**config.mk**
```make
export PLATFORM = sky130hd
export DESIGN_NAME = bl_mask_8_32
export DESIGN_NICKNAME = d
export VERILOG_FILES = /design/src/rtl/bl_mask_pkg.sv /design/src/rtl/bl_mask_decode.sv /design/src/rtl/bl_mask_8_32.sv
export SDC_FILE = /design/constraint.sdc
export NUM_CORES = 1
export LEC_CHECK = 0
export ABC_AREA = 1
export CAP_MARGIN = 20
export CELL_PAD_IN_SITES_DETAIL_PLACEMENT = 0
export CELL_PAD_IN_SITES_GLOBAL_PLACEMENT = 1
export CORE_UTILIZATION = 37
export CTS_BUF_LIST = sky130_fd_sc_hd__clkbuf_2
export DETAILED_ROUTE_END_ITERATION = 7
export PLACE_DENSITY_LB_ADDON = 0.1
export SLEW_MARGIN = 40
export SYNTH_ARGS = -nofsm -noshare
export SYNTH_HDL_FRONTEND = slang
export SYNTH_HIERARCHICAL = 1
export SYNTH_SLANG_ARGS = --single-unit
```
**constraint.sdc**
```tcl
create_clock -name clk -period 1.9 [get_ports clk]
set_clock_uncertainty 0.1 [all_clocks]
set_input_delay 0.38 -clock clk [delete_from_list [all_inputs] [get_ports clk]]
set_output_delay 0.38 -clock clk [all_outputs]
set_load 0.02 [all_outputs]
```
**src/rtl/bl_mask_pkg.sv**
```systemverilog
// Shared constants for the bitline write-mask generator: width-configuration
// encodings, default geometry and lane/half mask patterns.
package bl_mask_pkg;

  localparam logic [1:0] CONF_W32  = 2'b00;
  localparam logic [1:0] CONF_W16  = 2'b01;
  localparam logic [1:0] CONF_W8   = 2'b10;
  localparam logic [1:0] CONF_RSVD = 2'b11;

  localparam int DATA_W_DEF = 32;
  localparam int MIN_W_DEF  = 8;

  localparam logic [7:0]  LANE_MASK = 8'hFF;
  localparam logic [15:0] HALF_MASK = 16'hFFFF;

endpackage

```
**src/rtl/bl_mask_decode.sv**
```systemverilog
// Combinational (conf, addr) -> bitline mask. A 4-bit lane-enable vector is
// computed first, then each lane bit is replicated across its MIN_W bitlines.
module bl_mask_decode
  import bl_mask_pkg::*;
#(
  parameter int DATA_W = DATA_W_DEF,
  parameter int MIN_W  = MIN_W_DEF
) (
  input  logic [1:0]        conf,
  input  logic [1:0]        addr,
  output logic [DATA_W-1:0] mask
);

  localparam int LANES = DATA_W / MIN_W;

  logic [LANES-1:0] lane_en;

  always_comb begin
    lane_en = '0;
    case (conf)
      CONF_W32: lane_en = '1;
      CONF_W16: lane_en = addr[0] ? 4'b1100 : 4'b0011;
      CONF_W8:  lane_en = 4'b0001 << addr;
      default:  lane_en = '0; // reserved: drive no bitlines
    endcase
  end

  for (genvar l = 0; l < LANES; l++) begin : g_lane
    assign mask[l*MIN_W +: MIN_W] = {MIN_W{lane_en[l]}};
  end

endmodule

```
**src/rtl/bl_mask_8_32.sv**
```systemverilog
// Bitline write-mask generator for the 32-bit SRAM column array; the decoded
// mask is registered with a synchronous active-low reset.
module bl_mask_8_32
  import bl_mask_pkg::*;
#(
  parameter int DATA_W = DATA_W_DEF,
  parameter int MIN_W  = MIN_W_DEF
) (
  input  logic              clk,
  input  logic              rst_n,
  input  logic [1:0]        conf,
  input  logic [1:0]        addr,
  output logic [DATA_W-1:0] bl_mask
);

  logic [DATA_W-1:0] mask_d;
  logic [DATA_W-1:0] mask_q;

  bl_mask_decode #(
    .DATA_W (DATA_W),
    .MIN_W  (MIN_W)
  ) u_decode (
    .conf (conf),
    .addr (addr),
    .mask (mask_d)
  );

  // Reset wins over decode on the same edge.
  always_ff @(posedge clk) begin
    if (!rst_n) mask_q <= '0;
    else        mask_q <= mask_d;
  end

  assign bl_mask = mask_q;

endmodule

```
# Word-level counts from Yosys, hierarchy flattened
# Index checks and enable logic that the tools add are counted.
# word_totals
reg_bits	25
input_bits	6
out_inout_bits	32
wordCells	7
# op_classes
n_eq_ne	2
shifts	1
muxes	2
reduce_logical	1
# op_table
op	count
4-bit one-hot mux with 3 select lines	1
4-bit two-way mux	1
1-bit by 2-bit left shift with 4-bit output (first input constant)	1
2-bit by 1-bit == test with 1-bit output (second input constant)	1
2-bit == test (second input constant)	1
2-bit logical NOT	1

# Depth between registers and ports, before layout
# logic_depth
word_depth	2
mapped_depth	7
ltp_nobuf	6

# By module
# The synthesis kept the hierarchy.
# modules_own_cells
module	n_inst	cells_each	area_each_um2	seq_area_each_um2
bl_mask_8_32	1	99	914.6	640.6
bl_mask_decode	1	44	275.3	0.0

# Worst setup path after synthesis
# No wires, ideal clock.
# synth_path
path_type	input port to flip-flop
start	input addr[0]
end	register mask_q[17], in the netlist bl_mask[17]
setup_ns	0.109
arrival_time_ns	0.883
required_ns	1.691
slack_ns	0.808
cell_stages	7
path_buffers	1
cell_sequence	inv_2 > nand2_1 > nand2_1 > nand2_1 > buf_4 > nand2_1 > inv_1
# synth_between
elab_chain_cells	2
elab_cells_between_ends	3
classes_between	shift: 1; mux: 2
# synth_rtl
item	line_no	text
start: declaration	bl_mask_8_32.sv:12	input logic [1:0] addr,
1-bit by 2-bit left shift with 4-bit output / 4-bit two-way mux (equally long branches)	bl_mask_decode.sv:23, bl_mask_decode.sv:22	
4-bit one-hot mux with 3 select lines (*)	bl_mask_decode.sv:20	case (conf)
named net mask_d[16]	bl_mask_8_32.sv:16	logic [DATA_W-1:0] mask_d;
end signal: assignment	bl_mask_8_32.sv:31	else mask_q <= mask_d;
end: declaration	bl_mask_8_32.sv:17	logic [DATA_W-1:0] mask_q;
# The timed path passes the listed nets; every way through them passes the cells marked *.
# A chain may end at the register's enable or synchronous reset.

# Worst setup path after layout
# layout_path
start	register mask_q[8], in the netlist bl_mask[8]
end	output bl_mask[8]
# layout_rtl
item	line_no	text
end: declaration	bl_mask_8_32.sv:13	output logic [DATA_W-1:0] bl_mask
# No word-level cell between the ends.

==> results.yml <==
sta:
  tightest_slew_ns: 0.277
  tns_ns: 0
  slew_viol_final: 0
  finalHoldViolations: 0
  finalSetupViolations: 0
  rsz0062_at_grt: "false"
  whs_ns: 0.686
  fmax_mhz: 563
  min_period_over_period: 0.935
  maxSlewHeadroom: 0.815
  period_needed_ns: 1.78
logic_synthesis:
  synthCells: 143
  ys_seq_area_frac: 0.538
  syn_area_um2: 1190
  syn_avg_cell_area_um2: 8.32
  synth_cell_types: 7
  ys.warnings.count: 6
  synth_nets: 149
  ys_ff_latch: 32
power:
  p_int_mw: 1.03
  p_seq_frac: 0.528
  pwr-share-comb: 0.159
  p_sw_frac: 0.250
  power.switching_mw: 0.344
  p_leak_nw: 0.819
  powerDensity_nw_per_um2: 953
  clkPwrFrac: 0.313
  ir_drop_mv: 0.307
clock_tree:
  post-cts-setup-buffers: 0
  clock_path_buffers: 2
  cts.sinks: 32
  cts_resized: 0
  cts_tree: "done"
  numCtsBuffers: 5
  holdBufCountCts: 0
  h-tree-depth: 2
  cts.clk_slew.worst_paths_ns: 0.16
  cts_root_buffer: "clkbuf_2"
layout:
  n_antenna_cell: 0
  largest_reg_flops: 32
  final_common_cell: "nand2_1"
  final_cell_mix: "nand2_1 (40), clkdlybuf4s50_1 (37), inv_1 (35)"
  finalNonFillerCells: 202
  area_growth_syn_to_layout_pct: 21.1
  nNetsFinal: 163
  nFillCells: 315
  drive_gt1_frac: 0.0506
route:
  highest-signal-layer: "met4"
  routed_wl_um: 1510
  wl_met1_um: 665
  vias: 703
  drcViolationCount: 0
  drtIter0Drc: 7
  antenna_left: 0
  firstDrtPassIters: 3
  wl_per_cell_um: 7.46
  dr_wl_met3_um: 128
  met2_length_um: 672
  vias_per_cell: 3.48
setup_path:
  path_buf_inv: 1
  crit_chain: "clkdlybuf4s50_1"
  crit_family: "buffers and inverters"
  critPathKind: "flip-flop to output pin"
  crit_fanout: 1
  cp-end-kind: "output pin"
  cpPeakStageDelay_ns: 0.59
  critPathLaunchType: "flip-flop"
  critPathRequiredTime_ns: 1.42
  crit_path_top_delay_cell: "clkdlybuf4s50_1"
  crit_arrival_ns: 1.30
grt:
  grt_max_degree: 33
  antenna_found_initial: 0
  first_global_vias: 565
  track_usage: 0.102
  grt_pass1_wl_um: 2360
  grt-ovfl-total: 0
hold_path:
  worstHoldEndpoint: "bl_mask[20]"
  hold_path_class: "input pin to flip-flop"
  holdPathStages: 4
  min_from: "rst_n"
floorplanning:
  die_x_um: 58.7
  fp-row-count: 20
  core_um2: 3050
  io_pins: 38
  die_h_um: 58.7
  die-area_um2: 3450
  start_util: 0.390
run_status:
  status: "complete, no violations"
placement:
  gp_congestion: 0.675
  dpl.hpwl_um: 1080
  io_buffers: 37
  place_inst: 194
flow_run:
  cap_violations: 0
per-layer routing:
metal  up-vias  track usage
met5         -            0
met4         0       0.0714
met3         5       0.0769
met2        26        0.144
met1       275        0.104
li1        397            -
cell usage after synthesis:
| library cell | instances | area share |
|---|---|---|
| nand2_1 | 40 | 0.13 |
| inv_1 | 35 | 0.11 |
| dfxtp_1 | 32 | 0.54 |
| buf_4 | 28 | 0.18 |
| nand3_1 | 4 | 0.017 |
| buf_6 | 3 | 0.028 |
| inv_2 | 1 | 0.0032 |
power groups by stage:
stage	clock, mW	combinational (mW)	sequential (mW)
CTS	0.453	0.221	0.726
global route	0.481	0.239	0.730
detailed placement	0	0.221	0.741
floorplan	0	0.122	0.800
global placement	0	0.219	0.741
finish	0.430	0.218	0.726
layout make-up:
class / count / area, um2 / share of cell area
Tap cell: 44 / 55.1 / 0.0382
Sequential cell: 32 / 641 / 0.444
Clock inverter: 3 / 37.5 / 0.0260
Clock buffer: 5 / 25.0 / 0.0174
Timing Repair Buffer: 38 / 378 / 0.262
Multi-Input combinational cell: 44 / 170 / 0.118
Inverter: 36 / 135 / 0.0938
per-stage QoR:
stage | area (um2) | total power [mW] | utilization | setup slack, ns
finish | 1440 | 1.37 | 0.472 | 0.124
global route | 1440 | 1.45 | 0.472 | 0.0248
detailed placement | 1380 | 0.962 | 0.452 | 0.283
floorplan | 1190 | 0.922 | - | 0.808
global placement | 1380 | 0.961 | 0.452 | 0.316
CTS | 1440 | 1.40 | 0.472 | 0.0625
cells by family (layout without fill, tap and decap cells):
group	after synthesis	after routing	synth area share
flip-flops	32	32	0.538
AND/OR/NAND/NOR	44	44	0.143
buffers and inverters	67	82	0.319
how the worst max path moves through the flow:
stage / startpoint / to / slack [ns] / cells after the start
3_3_place_gp: conf[0] / bl_mask[19] / 0.32 / 6
5_1_grt: bl_mask[8] / bl_mask[8] / 0.02 / 1
4_1_cts: bl_mask[8] / bl_mask[8] / 0.06 / 1
2_1_floorplan: addr[0] / bl_mask[17] / 0.81 / 7
6_report: bl_mask[8] / bl_mask[8] / 0.12 / 1
3_5_place_dp: addr[0] / bl_mask[18] / 0.28 / 7
(Power assumes the default switching activity.)
==> RTL change: new RTL, same flow settings <==
Change the package constant `DATA_W_DEF` from 32 to 64.
--- a/src/rtl/bl_mask_pkg.sv
+++ b/src/rtl/bl_mask_pkg.sv
@@ -9,3 +9,3 @@
 
-  localparam int DATA_W_DEF = 32;
+  localparam int DATA_W_DEF = 64;
   localparam int MIN_W_DEF  = 8;
Interface: changed (resized bl_mask); port bits go from 38 to 70. No check against the original RTL was run, so the function may have changed too.
==> RTL change against the original RTL <==
- total power rose by 72%
- via count rose by 92%
- synthesized cell count rose by 91%
- synthesized area rose by 98%
- routed wire length rose by 120%
- sequential cell count rose by 32
- worst setup slack improved by 0.15 ns
- first-iteration DRC count rose to 4.6 times the old value
- design area rose by 83%
- hold slack got worse by 0.42 ns
- largest cell class unchanged
- largest power group unchanged
- highest routed layer unchanged
==> RTL change: results (changes against the original RTL) <==
Yosys
  – Seq/Total Area, Yosys: 54.50% (+0.66 points)
  – Syn_area_per_cell: 8.612 um^2 (+3.5%)
  – Synth async-reset ratio: 0% (unchanged)
  – Syn_nets: 279 (+87%)
  – Synth area leaders: dfxtp_1 54%, buf_4 19%, nand2_1 11%
  – Commonest cells in the netlist: 68 x nand2_1, 66 x inv_1, 64 x dfxtp_1
  – Post-synth cell types: 10 (+3)
  – Yosys Warn Count: 6 (unchanged)

Global route
  – GRT Total Usage: 11.58% (+1.4 points)
  – Pin count of the biggest net entering global routing: 33 (unchanged)
  – Vias in the first global route: 1,221 (+120%)
  – Initial antenna violation count: 0 (unchanged)
  – First-pass GRT wire length: 5347 um (+130%)

CTS
  – Clock Path Buffers: 2 (unchanged)
  – Post-cts resize count: 64 (+64)
  – H-tree levels: 3 (+1)
  – Inserted Clock Buffers: 9 (+4)
  – Setup Fix Bufs, Post-CTS: 0 (unchanged)
  – Root Driver: clkbuf_2
  – CTS clk-pin slew, worst paths: 0.16 ns (about the same)

Place
  – DP Area: 2646 um^2 (+92%)
  – Placed cell count: 354 (+82%)
  – Pre-CTS setup slack: 0.1844 ns (-0.09893 ns)
  – Port Buffers: 69 (+86%)
  – GPL Wtd Cong: 0.6992 (+3.5%)
  – Final HPWL DP: 2156 um (+100%)

Layout
  – Number of filler cells placed in the layout: 654 (+110%)
  – Max reg flops: 64 (+100%)
  – Share of cells above drive strength 1: 7.483% (+2.4 points)
  – Area delta synth->final: 12.35%
  – Final net count: 296 (+82%)
  – Antenna Cells: 0 (unchanged)

Hold path
  – Worst hold path type: primary input to register
  – Worst hold endpoint: bl_mask[14]$_SDFF_PN0_
  – Hold_sp: rst_n
  – WHS Path Cells: 3 (-1)

Detailed routing
  – Wire per inst: 8.862 um (+19%)
  – Starting DRT DRC Count: 32 (+25)
  – Vias: 1,348 (+92%)
  – Routed WL: 3270 um (+120%)
  – Pre-antenna DRT Iters: 4 (+1)

Pwr
  – P per Cell Area: 893.0 nW/um^2 (-6.3%)
  – Sw Pwr: 0.6400 mW (+86%)
  – Worst VDD drop: 0.3931 mV (+28%)
  – Cell leakage power: 1.784 nW (+120%)

Setup path
  – WP data arrival: 1.14 ns (-0.16 ns)
  – CP top delay family: flip-flops
  – Critical path fanouts, max: 1 (unchanged)
  – Slowest library cell on the worst path: dfxtp_1
  – CP max stage delay: 0.34 ns (-0.25 ns)

STA
  – Hold Worst Slack: 0.2647 ns (-0.4209 ns)
  – Worst Max-Slew Pin Slew: 0.4979 ns (+0.2206 ns)

Run status
  – Status: complete, no violations
[RTL change: cell types whose count changed after synthesis]
cell	unedited run	this run
buf_6	3	7
nor2_2	0	1
buf_4	28	59
nand2_1	40	68
dfxtp_1	32	64
o21bai_1	0	1
inv_1	35	66
nor2_1	0	2
[RTL change: layout make-up]
type	instances	area share (%)
flip-flops and latches	64	48.51
repair buffers	72	24.25
multi-input cells	76	11.32
inverters	67	9.522
well taps	75	3.553
clock buffers	14	2.653
clock inverters	1	0.1895
[RTL change: worst max-delay path by stage]
stage	from	slack [ns]	to
after floorplan	conf[1]	0.19	bl_mask[10]$_SDFF_PN0_
after global placement	conf[0]	0.22	bl_mask[28]$_SDFF_PN0_
after detailed placement	conf[0]	0.18	bl_mask[18]$_SDFF_PN0_
after CTS	bl_mask[34]$_SDFF_PN0_	0.21	bl_mask[34]
after global routing	bl_mask[22]$_SDFF_PN0_	0.15	bl_mask[22]
final	bl_mask[34]$_SDFF_PN0_	0.28	bl_mask[34]
[RTL change: metal layers]
layer  part of all wire [%]  up-vias  global-route usage (%)
li1                       -      733                       -
met1                     43      560                   11.58
met2                     43       48                   17.17
met3                     11        7                   7.667
met4                    2.2        0                   8.421
met5                      0        -                       0
[RTL change: power groups by stage]
stage / sequential (mW) / combinational [mW] / clock, mW
floorplan: 1.56 / 0.216 / 0
global placement: 1.47 / 0.368 / 0
detailed placement: 1.47 / 0.368 / 0
CTS: 1.43 / 0.317 / 0.663
global route: 1.44 / 0.349 / 0.723
finish: 1.43 / 0.311 / 0.616
[RTL change: kinds of logic (layout without fill, tap and decap cells)]
kind of cell | after synthesis | count (layout) | share of synthesized area [%]
buffers and inverters | 133 | 154 | 32.89
AND/OR/NAND/NOR | 75 | 75 | 12.29
AO/OA/AOI/OAI | 1 | 1 | 0.3194
flip-flops | 64 | 64 | 54.50
